## src/rtl/seq_addsub_pkg.sv

```systemverilog
// seq_addsub_pkg: shared types and helpers for the chunked adder/subtractor.
//   state_e : FSM encoding (IDLE, RUN, DONE)
//   clog2   : index-counter width helper (never returns less than 1)
package seq_addsub_pkg;

  typedef enum logic [1:0] {
    IDLE = 2'd0,
    RUN  = 2'd1,
    DONE = 2'd2
  } state_e;

  // Width needed to count 0..n-1; a one-chunk build still gets a 1-bit counter.
  function automatic int clog2(input int n);
    int r;
    r = 0;
    while ((1 << r) < n) r++;
    return (r < 1) ? 1 : r;
  endfunction

endpackage

```

## src/rtl/seq_addsub_if.sv

```systemverilog
// seq_addsub_if: request/result bundle for seq_addsub.
//   master : drives start, sub, a, b; observes busy, done, sum, cout, ovf
//   slave  : the arithmetic unit side
interface seq_addsub_if #(
  parameter int WIDTH = 16
);
  logic             start;
  logic             sub;
  logic [WIDTH-1:0] a;
  logic [WIDTH-1:0] b;
  logic             busy;
  logic             done;
  logic [WIDTH-1:0] sum;
  logic             cout;
  logic             ovf;

  modport master (
    output start, sub, a, b,
    input  busy, done, sum, cout, ovf
  );

  modport slave (
    input  start, sub, a, b,
    output busy, done, sum, cout, ovf
  );
endinterface

```

## src/rtl/seq_addsub_chunk_adder.sv

```systemverilog
// chunk_adder: combinational CHUNK-bit ripple adder.
//   a, b    : CHUNK-bit operands
//   cin     : carry in
//   s       : CHUNK-bit sum
//   cout    : carry out of the top bit
//   msb_cin : carry into the top bit (cout ^ msb_cin flags signed overflow)
module chunk_adder #(
  parameter int CHUNK = 4
) (
  input  logic [CHUNK-1:0] a,
  input  logic [CHUNK-1:0] b,
  input  logic             cin,
  output logic [CHUNK-1:0] s,
  output logic             cout,
  output logic             msb_cin
);

  logic [CHUNK:0] total;

  assign total   = {1'b0, a} + {1'b0, b} + {{CHUNK{1'b0}}, cin};
  assign s       = total[CHUNK-1:0];
  assign cout    = total[CHUNK];
  // The sum bit is a^b^carry_in, so the carry into the MSB falls out of it.
  assign msb_cin = a[CHUNK-1] ^ b[CHUNK-1] ^ total[CHUNK-1];

endmodule

```

## src/rtl/seq_addsub.sv

```systemverilog
// seq_addsub: multi-cycle WIDTH-bit adder/subtractor, CHUNK bits per clock,
// least-significant chunk first.
//   clk, rst : clock and synchronous active-high reset
//   bus      : slave side of seq_addsub_if
//              start/sub/a/b in; busy/done/sum/cout/ovf out
// A request is taken in IDLE or DONE; operands are latched (B pre-inverted for
// subtract, carry-in = sub), then NCHUNK RUN cycles fill the result, then
// DONE holds for one cycle with done=1.
module seq_addsub
  import seq_addsub_pkg::*;
#(
  parameter int WIDTH = 16,
  parameter int CHUNK = 4
) (
  input  logic          clk,
  input  logic          rst,
  seq_addsub_if.slave   bus
);

  localparam int NCHUNK = WIDTH / CHUNK;
  localparam int IDX_W  = clog2(NCHUNK);

  state_e           state_q, state_d;
  logic [WIDTH-1:0] op_a_q, op_a_d;
  logic [WIDTH-1:0] op_b_q, op_b_d;
  logic             carry_q, carry_d;
  logic [IDX_W-1:0] idx_q, idx_d;
  logic [WIDTH-1:0] sum_q, sum_d;
  logic             cout_q, cout_d;
  logic             ovf_q, ovf_d;

  logic             accept;
  logic             run;
  logic             last;
  logic [CHUNK-1:0] chunk_s;
  logic             chunk_cout;
  logic             chunk_msb_cin;

  // Operands shift down one chunk per RUN cycle, so the live chunk is
  // always the low CHUNK bits.
  chunk_adder #(.CHUNK(CHUNK)) u_chunk (
    .a       (op_a_q[CHUNK-1:0]),
    .b       (op_b_q[CHUNK-1:0]),
    .cin     (carry_q),
    .s       (chunk_s),
    .cout    (chunk_cout),
    .msb_cin (chunk_msb_cin)
  );

  assign accept = ((state_q == IDLE) || (state_q == DONE)) && bus.start;
  assign run    = (state_q == RUN);
  assign last   = (idx_q == IDX_W'(NCHUNK - 1));

  // Result slices: cleared on accept, written when their index is live.
  for (genvar gi = 0; gi < NCHUNK; gi++) begin : g_sum
    assign sum_d[gi*CHUNK +: CHUNK] =
      accept                          ? {CHUNK{1'b0}} :
      (run && idx_q == IDX_W'(gi))    ? chunk_s       :
                                        sum_q[gi*CHUNK +: CHUNK];
  end

  always_comb begin
    state_d = state_q;
    op_a_d  = op_a_q;
    op_b_d  = op_b_q;
    carry_d = carry_q;
    idx_d   = idx_q;
    cout_d  = cout_q;
    ovf_d   = ovf_q;

    case (state_q)
      IDLE:    if (bus.start) state_d = RUN;
      RUN:     if (last)      state_d = DONE;
      DONE:    state_d = bus.start ? RUN : IDLE;
      default: state_d = IDLE;
    endcase

    if (accept) begin
      op_a_d  = bus.a;
      op_b_d  = bus.b ^ {WIDTH{bus.sub}};
      carry_d = bus.sub;
      idx_d   = '0;
      cout_d  = 1'b0;
      ovf_d   = 1'b0;
    end else if (run) begin
      op_a_d  = op_a_q >> CHUNK;
      op_b_d  = op_b_q >> CHUNK;
      carry_d = chunk_cout;
      idx_d   = idx_q + IDX_W'(1);
      if (last) begin
        cout_d = chunk_cout;
        // Signed overflow: carry into the MSB differs from carry out of it.
        ovf_d  = chunk_cout ^ chunk_msb_cin;
      end
    end
  end

  always_ff @(posedge clk) begin
    if (rst) begin
      state_q <= IDLE;
      op_a_q  <= '0;
      op_b_q  <= '0;
      carry_q <= 1'b0;
      idx_q   <= '0;
      sum_q   <= '0;
      cout_q  <= 1'b0;
      ovf_q   <= 1'b0;
    end else begin
      state_q <= state_d;
      op_a_q  <= op_a_d;
      op_b_q  <= op_b_d;
      carry_q <= carry_d;
      idx_q   <= idx_d;
      sum_q   <= sum_d;
      cout_q  <= cout_d;
      ovf_q   <= ovf_d;
    end
  end

  assign bus.busy = (state_q == RUN);
  assign bus.done = (state_q == DONE);
  assign bus.sum  = sum_q;
  assign bus.cout = cout_q;
  assign bus.ovf  = ovf_q;

endmodule
```

## src/flat_wrapper.sv

```systemverilog
// flat-port wrapper written by rule: the top's interface ports become plain ports
module seq_addsub_flat import seq_addsub_pkg::*;
#(
  parameter int WIDTH = 16,
  parameter int CHUNK = 4
)
  (clk, rst, bus_start, bus_sub, bus_a, bus_b, bus_busy, bus_done, bus_sum, bus_cout, bus_ovf);
  seq_addsub_if #(.WIDTH(WIDTH)) bus_i ();
  input  logic clk;
  input  logic rst;
  input wire logic [$bits(bus_i.start)-1:0] bus_start;
  input wire logic [$bits(bus_i.sub)-1:0] bus_sub;
  input wire logic [$bits(bus_i.a)-1:0] bus_a;
  input wire logic [$bits(bus_i.b)-1:0] bus_b;
  output wire logic [$bits(bus_i.busy)-1:0] bus_busy;
  output wire logic [$bits(bus_i.done)-1:0] bus_done;
  output wire logic [$bits(bus_i.sum)-1:0] bus_sum;
  output wire logic [$bits(bus_i.cout)-1:0] bus_cout;
  output wire logic [$bits(bus_i.ovf)-1:0] bus_ovf;
  assign bus_i.start = bus_start;
  assign bus_i.sub = bus_sub;
  assign bus_i.a = bus_a;
  assign bus_i.b = bus_b;
  assign bus_busy = bus_i.busy;
  assign bus_done = bus_i.done;
  assign bus_sum = bus_i.sum;
  assign bus_cout = bus_i.cout;
  assign bus_ovf = bus_i.ovf;
  seq_addsub #(.WIDTH(WIDTH), .CHUNK(CHUNK)) u_core (.clk(clk), .rst(rst), .bus(bus_i));
endmodule
```

## config.mk

```make
export PLATFORM = sky130hd
export DESIGN_NAME = seq_addsub_flat
export DESIGN_NICKNAME = d
export VERILOG_FILES = /design/src/rtl/seq_addsub_pkg.sv /design/src/rtl/seq_addsub_if.sv /design/src/rtl/seq_addsub_chunk_adder.sv /design/src/rtl/seq_addsub.sv /design/src/flat_wrapper.sv
export SDC_FILE = /design/constraint.sdc
export NUM_CORES = 1
export LEC_CHECK = 0
export BUFFER_PORTS_ARGS = -buffer_cell sky130_fd_sc_hd__buf_2
export CAP_MARGIN = 20
export CORE_ASPECT_RATIO = 0.7
export CORE_MARGIN = 10
export CORE_UTILIZATION = 30
export DETAILED_ROUTE_END_ITERATION = 6
export PLACE_DENSITY = 0.52
export SYNTH_ARGS = -nofsm -noshare
export SYNTH_HDL_FRONTEND = slang
export SYNTH_SLANG_ARGS = --single-unit
```

## constraint.sdc

```tcl
create_clock -name clk -period 2.1 [get_ports clk]
set_input_delay 0.105 -clock clk [delete_from_list [all_inputs] [get_ports clk]]
set_output_delay 0.105 -clock clk [all_outputs]
set_load 0.05 [all_outputs]
```

# [Word level (Yosys, flattened, before mapping)]
# Cells that the tools add are included.
[op_classes] add_sub_neg=3 n_mul=0 n_div=0 magnitude_cmp=0 eq_ne=7 shift=0 mux=10 bitwise_logic=4 reduce_logical=12
[op_table] op="16-bit 2-to-1 mux" n=4
[op_table] op="16-bit bitwise XOR" n=1
[op_table] op="2-bit equality test (second input constant)" n=3
[op_table] op="2-bit one-hot mux with 3 select lines" n=1
[op_table] op="4-bit by 4-bit adder with 5-bit output" n=1
[op_table] op="5-bit by 1-bit adder with 5-bit output" n=1
[op_table] op="1-bit logical AND" n=5
[op_table] op="2-bit by 1-bit equality test with 1-bit output (second input constant)" n=2
[op_table] op="2-bit logical NOT" n=2
[op_table] op="2-bit 2-to-1 mux" n=2
[op_table] op="2-bit inequality test (second input constant)" n=2
[op_table] op="2-bit AND reduction" n=2
[op_table] op="1-bit 2-to-1 mux" n=3
[op_table] op="1-bit bitwise XOR" n=3
[op_table] op="2-bit by 1-bit adder with 2-bit output (second input constant)" n=1
[op_table] op="2-bit nonzero test" n=1
[op_table] op="2-bit OR reduction" n=1
[op_table] op="1-bit logical OR" n=1
[totals] reg_bits=55 latch_bits=0 mem_bits_rw=0 rom_bits=0 output_inout_bits=20 wordCells=47 memories=0

# [Longest topological paths before layout]
# Gate-level depths: netlist of the first run.
[logic_depth] word_depth=4 mapped_depth=7

# [Hierarchy]
# Synthesis of the first run repeated with hierarchy kept, for this count alone.
[unflattened] hier_cells=295 area_unflattened_um2=2551.2
[modules_own_cells] module="seq_addsub" n_inst=1 cells_each=278 area_per_inst_um2=2409.8
[modules_own_cells] module="chunk_adder" n_inst=1 cells_each=17 area_per_inst_um2=141.4

# [Worst setup path after synthesis of the first run]
# Ideal clock, no wire load.
[synth_path] path_type="register to register" startpoint="register u_core.carry_q" endpoint="register u_core.carry_q" arrival_ns=1.808 path_slack_ns=0.202 stages_incl_launch_ff=8 path_buffers=0 cell_sequence="dfxtp_1 -> inv_1 -> fa_1 -> fa_1 -> nand2b_1 -> a21oi_1 -> nor2_1 -> a311oi_1"
[synth_via] elab_chain_len=3
[synth_rtl] item="start: declaration" line="seq_addsub.sv:26" source="logic carry_q, carry_d;"
[synth_rtl] item="start signal: assignment" line="seq_addsub.sv:112" source="carry_q <= carry_d;"
[synth_rtl] item="5-bit by 1-bit adder with 5-bit output" line="seq_addsub_chunk_adder.sv:20" source="assign total = {1'b0, a} + {1'b0, b} + {{CHUNK{1'b0}}, cin};"
[synth_rtl] item="1-bit 2-to-1 mux" line="seq_addsub.sv:85" source="end else if (run) begin"
[synth_rtl] item="1-bit 2-to-1 mux" line="seq_addsub.sv:78" source="if (accept) begin"
# Every way passes these cells. The select of a mux whose other input is x is not followed.
# A chain may end at the register's enable or synchronous reset.

# [Worst setup path in the final report of the first run]
# Ends and elaborated chain as after synthesis.

==> flow_summary.yaml, run 1 <==
sta:
  period_share: 0.956
  setup_tns_ns: 0
  worst_slack_ns: 0.0924
  tightest_slew_ns: 0.644
  fin_skew_ns: 0.00479
  setup_viol: 0
  max_freq_mhz: 498
  hold_ws_ns: 0.0601
  hold_violations: 0
  rsz0062_at_grt: "no"
  slew_headroom: 0.571
  slew_violations: 0
  fin_crit_ns: 2.01
routing:
  wl_per_cell_um: 15.1
  first_iter_violations: 139
  drc_errors: 0
  vias_per_cell: 4.70
  num_vias: 2008
  drtPass1Iterations: 4
  ant_nets: 0
  wl_um: 6450
clock_network:
  clk_latency_ns: 0.29
  cts_root_buf: "clkbuf_16"
  cts_tree: "built"
  post_cts_buffers: 0
  cts_max_level: 2
  clk_pin_slew_ns: 0.07
  ctsLongestPathBuffers: 2
  numCtsBuffers: 5
  cts_hold_buf: 0
  cts_sinks: 55
hold_path:
  whs_path_depth: 3
  holdPathEnd: "u_core.op_a_q[13]$_SDFFE_PP0P_"
  min_path_type: "in -> reg"
  hp-start: "bus_a[13]"
cells_and_area:
  antenna_cells: 0
  final_nets: 370
  final_util: 0.374
  syn_to_final_growth_pct: 19.7
  fillers: 831
  layout-drive-gt1-share: 0.255
synthesis:
  ys_warn_count: 0
  synth.avg_cell_area_um2: 9.01
  syn_inst: 278
  synth-adder-area-share: 0.0509
  yosys.area.top_type: "dfxtp_1"
  synth_xor_area_frac: 0.0699
  ys_seq_elements: 55
  synth_nets: 323
  synth-compound-area-share: 0.190
  yosysTopAreaCellShare: 0.440
  synthesis.area_um2: 2500
  yosys-top-cells-area: "dfxtp_1 (44%), nor2_1 (7.6%), xnor2_1 (5.2%), nand2_1 (4.9%), a22oi_1 (4.8%)"
  synthMuxAreaShare: 0
  synth_top_family_by_area: "compound AO/OA/AOI/OAI gates"
  seq_area_frac_synth: 0.440
  synth_cell_types: 35
  yosys.area_share.simple: 0.186
setup_path:
  reg2reg_to: "u_core.carry_q$_SDFFE_PP0P_"
  reg2regPathDepth: 7
  cp-end-kind: "register"
  crit_type: "reg -> reg"
  worstSetupStartpointType: "register"
  r2r_start: "u_core.carry_q$_SDFFE_PP0P_"
  reg2reg_slack_ns: 0.09
  cp.required_ns: 2.30
  critPathMaxFanout: 3
  crit_arrival_ns: 2.20
grt:
  grt_pass1_vias: 2080
  grt_pass1_wl_um: 10700
  antenna_found_initial: 0
  grt_max_degree: 37
  grt_overflow: 0
  track_usage: 0.108
floorplanning:
  start_util: 0.313
  core_area_um2: 8010
  rows: 27
  die_h_um: 96.5
  ios: 56
  die_w_um: 129
  dieArea_um2: 12500
power:
  fin_total_pwr_uw: 2480
  max-vdd-ir-drop_uv: 337
  pwr_density_cell_nw_per_um2: 828
  leakage_uw: 0.00120
placed_design:
  place_ws_ns: 0.0202
  portBuffers: 55
  place_congestion: 0.788
  post-dp-hpwl_um: 4540
run:
  drv_cap: 0
outcome:
  status: "finished, final reports clean"
repair_timing:
action                                  in CTS  in global routing
hold endpoints to repair                     0                  0
endpoints found under the setup margin       0                  3
resized for setup                            0                  2
cells in the final DEF, fill, tap and decap left out, drive strengths merged, types with 5 or more instances in the layout:
| cell | Yosys | routed |
|---|---|---|
| buf | 16 | 59 |
| dfxtp | 55 | 55 |
| nor2 | 54 | 54 |
| nand2 | 33 | 33 |
| a22oi | 16 | 16 |
| a21oi | 16 | 16 |
| xnor2 | 15 | 15 |
| a221oi | 11 | 11 |
| inv | 8 | 8 |
| a211oi | 8 | 8 |
| ha | 7 | 7 |
| clkbuf | 3 | 6 |
| xor2 | 5 | 5 |
| a311oi | 5 | 5 |
per-layer routing:
metal	global-route usage	vias up	wire length, um
li1	-	1046	-
met3	0.0359	10	375
met4	0.0443	0	104
met2	0.144	46	2560
met1	0.153	906	3410
met5	0	-	0
power by group:
group          internal (uW)  total, uW  switching [uW]
Combinational            147        390             242
Clock                    593        956             363
Sequential              1100       1140            35.5
flip-flops by register name, summed over array words and instances (netlist names):
register / count
u_core.op_a_q: 16
u_core.op_b_q: 16
u_core.bus.cout: 1
u_core.idx_q: 2
u_core.carry_q: 1
u_core.state_q: 2
u_core.bus.ovf: 1
u_core.bus.sum: 16
worst max path at each step:
stage                                start                     endpoint  slack (ns)  cells after the start
2_1_floorplan  u_core.carry_q$_SDFFE_PP0P_  u_core.carry_q$_SDFFE_PP0P_        0.20                      7
3_3_place_gp   u_core.carry_q$_SDFFE_PP0P_  u_core.carry_q$_SDFFE_PP0P_        0.12                      7
3_5_place_dp   u_core.carry_q$_SDFFE_PP0P_  u_core.carry_q$_SDFFE_PP0P_        0.02                      7
4_1_cts        u_core.carry_q$_SDFFE_PP0P_  u_core.carry_q$_SDFFE_PP0P_       0.004                      7
5_1_grt        u_core.carry_q$_SDFFE_PP0P_  u_core.carry_q$_SDFFE_PP0P_        0.02                      7
6_report       u_core.carry_q$_SDFFE_PP0P_  u_core.carry_q$_SDFFE_PP0P_        0.09                      7
Yosys cell counts (all sizes together):
| cell type | count |
|---|---|
| dfxtp | 55 |
| nand2b | 4 |
| and2b | 1 |
| nor2 | 54 |
| clkbuf | 3 |
| buf | 16 |
| o31ai | 4 |
| nand3b | 1 |
| nand3 | 4 |
| inv | 8 |
| and2 | 4 |
| xnor2 | 15 |
| fa | 2 |
| a21oi | 16 |
| o22ai | 1 |
| xor2 | 5 |
| o21ai | 1 |
| nand2 | 33 |
| ha | 7 |
| a221oi | 11 |
| a311oi | 5 |
| a211oi | 8 |
| a22oi | 16 |
| nor2b | 1 |
| nor3 | 3 |
critical path: stages, from the launching register on:
cell and delay (ns):
dfxtp_1 0.33, inv_1 0.06, fa_1 0.45, fa_1 0.41, nand2b_1 0.20, a21oi_4 0.17, nor2_1 0.05, a311oi_1 0.24
cell families (layout without fill, tap and decap cells):
logic type,count (synthesis),in the layout
simple gates,105,105
compound gates,62,62
flops,55,55
buf+inv,27,75
xor+xnor,20,20
fa+ha+maj,9,9
final cells by class:
cell class / count / area, um^2 / area share
Sequential cell: 55 / 1100 / 0.367
Timing Repair Buffer: 59 / 305 / 0.102
Tap cell: 101 / 126 / 0.0422
Clock inverter: 2 / 35.0 / 0.0117
Clock buffer: 6 / 139 / 0.0463
Multi-Input combinational cell: 196 / 1260 / 0.419
Inverter: 8 / 35.0 / 0.0117
metrics by stage:
step,instances,area [um^2]
2_1_floorplan,278,2500
3_3_place_gp,419,2810
3_5_place_dp,419,2810
4_1_cts,427,2990
5_1_grt,427,3000
6_report,427,3000
(Power assumes the default switching activity.)
==> run 2: changes to the inputs <==
CORE_UTILIZATION = 53   (was 30)
PLACE_DENSITY = 0.81   (was 0.52)
==> run 2 against run 1 <==
  * Utilization grew 26 points
  * Die area decreased by 36%
  * Sequential share of layout area grew 2.0 points
  * Combinational power decreased by 2%
  * Global-route usage grew 3.4 points
  * Sequential cell count did not move
  * Largest power group unchanged
==> flow_summary.yaml, run 2 (synthesis results as in run 1) <==
routing:
  num_vias: 2099
  wl_um: 5690
  wl_per_cell_um: 15.0
  drtPass1Iterations: 5
  first_iter_violations: 100
  drc_errors: 0
  vias_per_cell: 5.52
  ant_nets: 0
setup_path:
  cp.required_ns: 2.31
  crit_type: "reg -> reg"
  worstSetupStartpointType: "register"
  crit_arrival_ns: 2.19
  critPathMaxFanout: 3
  cp-end-kind: "register"
  reg2regPathDepth: 7
floorplanning:
  rows: 20
  dieArea_um2: 7920
  core_area_um2: 4450
  die_w_um: 102
  start_util: 0.562
  ios: 56
  die_h_um: 77.5
cells_and_area:
  syn_to_final_growth_pct: 13.5
  antenna_cells: 0
  layout_common_cells: "buf_2 (55), dfxtp_1 (54), nor2_1 (51), nand2_1 (33), a22oi_1 (16)"
  fin_area_um2: 2840
  fillers: 383
  layout_commonest_cell: "buf_2"
  layout-drive-gt1-share: 0.255
  final_nets: 371
  layoutNonFillerInstCount: 380
sta:
  fin_crit_ns: 1.98
  period_share: 0.942
  tightest_slew_ns: 0.602
  setup_viol: 0
  setup_tns_ns: 0
  rsz0062_at_grt: "no"
  hold_violations: 0
  slew_violations: 0
  max_freq_mhz: 505
  fin_skew_ns: 0.00561
  slew_headroom: 0.599
grt:
  grt_overflow: 0
  grt_max_degree: 37
  grt_pass1_wl_um: 9360
  grt_pass1_vias: 2004
  track_usage: 0.142
  antenna_found_initial: 0
clock_network:
  post_cts_buffers: 0
  cts_hold_buf: 0
  cts_tree: "built"
  cts_sinks: 55
  cts_max_level: 2
  clk_latency_ns: 0.30
  clk_pin_slew_ns: 0.09
  ctsLongestPathBuffers: 2
  numCtsBuffers: 5
  cts_root_buf: "clkbuf_8"
power:
  leakage_uw: 0.00116
  pwr_density_cell_nw_per_um2: 720
  max-vdd-ir-drop_uv: 504
  fin_total_pwr_uw: 2050
hold_path:
  whs_path_depth: 3
  min_path_type: "in -> reg"
run:
  drv_cap: 0
placed_design:
  portBuffers: 55
  dpl_cell_area_um2: 2760
  post-dp-hpwl_um: 4190
  place_congestion: 0.778
  dp.cells: 374
outcome:
  status: "finished, final reports clean"
-- run 2: worst paths after layout --
path	startpoint	endpoint	slack [ns]
setup / recovery	u_core.carry_q$_SDFFE_PP0P_	u_core.carry_q$_SDFFE_PP0P_	0.12
hold / removal	bus_a[15]	u_core.op_a_q[15]$_SDFFE_PP0P_	0.04
setup reg to reg	u_core.carry_q$_SDFFE_PP0P_	u_core.carry_q$_SDFFE_PP0P_	0.12
hold reg to reg	u_core.op_a_q[6]$_SDFFE_PP0P_	u_core.op_a_q[6]$_SDFFE_PP0P_	0.46
-- run 2: metal layers --
metal  vias up  track usage  routed length, um
met5         -            0                  0
met4         0       0.0435                 66
met3         8       0.0566                484
met2        64        0.211               2500
met1       979        0.184               2640
li1       1048            -                  -
-- run 2: repair_timing --
| action | in CTS | in global routing |
|---|---|---|
| pin swaps | 0 | 1 |
| gates resized for setup | 1 | 2 |
| cloned | 0 | 0 |
| endpoints found under the setup margin | 1 | 2 |
-- run 2: cell type report --
type                            instances  area, um^2  area share
Timing Repair Buffer                   60         313       0.110
Sequential cell                        55        1100       0.388
Multi-Input combinational cell        196        1250       0.440
Inverter                                8        35.0      0.0123
Clock buffer                            6        72.6      0.0255
Tap cell                               55        68.8      0.0242
-- run 2: power by group --
group          internal, uW  switching (uW)  leakage, uW
registers              1100            37.8     0.000450
logic                   149             232     0.000669
clock network           223             304    0.0000371
-- run 2: stage by stage --
step	hold WS (ns)	setup WS, ns	util
finish	0.0432	0.121	0.638
global route	0.0640	0.00790	0.638
CTS	0.0407	0.0583	0.637
detailed placement	0.361	0.0102	0.620
global placement	0.357	0.130	0.620
floorplan	0.266	0.202	-
-- run 2: critical path, cell delays in order, from the launching register on --
cell      delay (ns)
dfxtp_2         0.34
inv_1           0.06
fa_1            0.45
fa_2            0.37
nand2b_1        0.17
a21oi_2         0.21
nor2_1          0.06
a311oi_1        0.23
==> run 3: changes to the inputs <==
REMOVE_ABC_BUFFERS = 1   (was unset)
==> run 3 against run 2 <==
  * Fmax increased by 3.4%
  * Utilization grew 0.20 points
  * Global-route usage down 0.083 points
  * Clock skew is 0.0037 ns higher
  * Cell count did not move
  * Largest power group unchanged
  * Sequential share of layout area decreased by 0.16 points
  * Register-to-register slack improved by 0.07 ns
  * Clock power is 16% higher
  * Clock-buffer cell count is 1 higher
==> flow_summary.yaml, run 3 (synthesis results as in run 1) <==
power:
  max-vdd-ir-drop_uv: 506
  pwr_density_cell_nw_per_um2: 745
  leakage_uw: 0.00116
floorplanning:
  rows: 20
  start_util: 0.562
  die_h_um: 77.5
  dieArea_um2: 7920
  ios: 56
  die_w_um: 102
  core_area_um2: 4450
clock_network:
  cts_sinks: 55
  ctsLongestPathBuffers: 2
  clk_latency_ns: 0.31
  clk_pin_slew_ns: 0.10
  cts_max_level: 2
  cts_tree: "built"
  cts_hold_buf: 0
  cts_root_buf: "clkbuf_8"
  numCtsBuffers: 5
setup_path:
  cp-end-kind: "register"
  critPathMaxFanout: 3
  worstSetupStartpointType: "register"
  reg2reg_to: "u_core.carry_q$_SDFFE_PP0P_"
  cp.required_ns: 2.33
  crit_type: "reg -> reg"
  reg2regPathDepth: 7
  reg2reg_slack_ns: 0.19
  r2r_start: "u_core.carry_q$_SDFFE_PP0P_"
  crit_arrival_ns: 2.15
placed_design:
  portBuffers: 55
  post-dp-hpwl_um: 4010
  place_ws_ns: 0.0400
  dpl_cell_area_um2: 2750
  place_congestion: 0.844
sta:
  slew_violations: 0
  fin_skew_ns: 0.00927
  max_freq_mhz: 523
  worst_slack_ns: 0.187
  tightest_slew_ns: 0.774
  period_share: 0.911
  rsz0062_at_grt: "no"
  setup_tns_ns: 0
  hold_violations: 0
  setup_viol: 0
  fin_crit_ns: 1.91
  slew_headroom: 0.484
cells_and_area:
  ff_latch_area_um2: 1100
  layout_common_cells: "buf_2 (55), dfxtp_1 (55), nor2_1 (51), nand2_1 (33), a22oi_1 (16)"
  final_nets: 369
  syn_to_final_growth_pct: 13.8
  fin_area_um2: 2850
  fillers: 397
  antenna_cells: 0
  multi_input_area_um2: 1250
  layout-drive-gt1-share: 0.255
routing:
  num_vias: 2057
  vias_per_cell: 5.41
  wl_um: 5570
  ant_nets: 0
  wl_per_cell_um: 14.7
  drtPass1Iterations: 4
  drc_errors: 0
  first_iter_violations: 144
outcome:
  status: "finished, final reports clean"
hold_path:
  hp-start: "bus_a[15]"
  whs_path_depth: 3
  holdPathEnd: "u_core.op_a_q[15]$_SDFFE_PP0P_"
  min_path_type: "in -> reg"
run:
  drv_cap: 0
grt:
  track_usage: 0.141
  grt_pass1_vias: 2001
  antenna_found_initial: 0
  grt_pass1_wl_um: 9250
  grt_overflow: 0
  grt_max_degree: 38
-- run 3: changes by cell type in the layout (fill, tap and decap cells not counted), sizes merged --
cell    delta
buf        -2
clkbuf     +1
clkinv     +1
-- run 3: area by class of cell --
| type | instances | area share |
|---|---|---|
| Inverter | 8 | 0.0123 |
| Multi-Input combinational cell | 196 | 0.440 |
| Clock inverter | 1 | 0.00307 |
| Clock buffer | 7 | 0.0303 |
| Timing Repair Buffer | 58 | 0.104 |
| Sequential cell | 55 | 0.386 |
| Tap cell | 55 | 0.0241 |
-- run 3: how the worst max path moves through the flow --
stage / slack, ns / from / cells after the start / to
final: 0.19 / u_core.carry_q$_SDFFE_PP0P_ / 7 / u_core.carry_q$_SDFFE_PP0P_
after global routing: 0.05 / u_core.carry_q$_SDFFE_PP0P_ / 7 / u_core.carry_q$_SDFFE_PP0P_
after CTS: 0.01 / u_core.carry_q$_SDFFE_PP0P_ / 7 / u_core.carry_q$_SDFFE_PP0P_
after detailed placement: 0.04 / u_core.carry_q$_SDFFE_PP0P_ / 7 / u_core.carry_q$_SDFFE_PP0P_
after global placement: 0.13 / u_core.carry_q$_SDFFE_PP0P_ / 7 / u_core.carry_q$_SDFFE_PP0P_
after floorplan: 0.19 / u_core.carry_q$_SDFFE_PP0P_ / 7 / u_core.carry_q$_SDFFE_PP0P_
-- run 3: critical path, cell delays in order, from the launching register on --
cell	delay [ns]
dfxtp_1	0.35
inv_1	0.07
fa_2	0.40
fa_2	0.36
nand2b_1	0.17
a21oi_2	0.21
nor2_1	0.06
a311oi_1	0.22
-- run 3: what timing repair did --
action                                 4_1_cts  5_1_grt
buffers inserted                             0        0
gates resized for setup                      0        3
endpoints found under the hold margin        0        0
setup endpoints to repair                    0        2
-- run 3: layer usage --
| metal | global-route usage | vias to the layer above | share of wire |
|---|---|---|---|
| li1 | - | 1046 | - |
| met1 | 0.179 | 938 | 0.47 |
| met2 | 0.216 | 64 | 0.43 |
| met3 | 0.0540 | 9 | 0.086 |
| met4 | 0.0463 | 0 | 0.012 |
| met5 | 0 | - | 0 |
-- run 3: per-stage QoR --
| step | std cells | power (uW) | hold slack (ns) | utilization |
|---|---|---|---|---|
| final | 380 | 2120 | 0.0395 | 0.640 |
| after CTS | 380 | 2140 | 0.0409 | 0.638 |
| after floorplan | 259 | 1410 | 0.174 | - |
| after detailed placement | 372 | 1530 | 0.368 | 0.617 |
| after global routing | 380 | 2240 | 0.0385 | 0.640 |
| after global placement | 372 | 1520 | 0.355 | 0.617 |
-- run 3: where the power goes --
part | leakage (uW) | internal, uW | total, uW | switching [uW]
registers | 0.000449 | 1100 | 1140 | 34.9
clock network | 0.0000484 | 271 | 611 | 340
logic | 0.000661 | 147 | 378 | 231
total | 0.00116 | 1520 | 2120 | 606
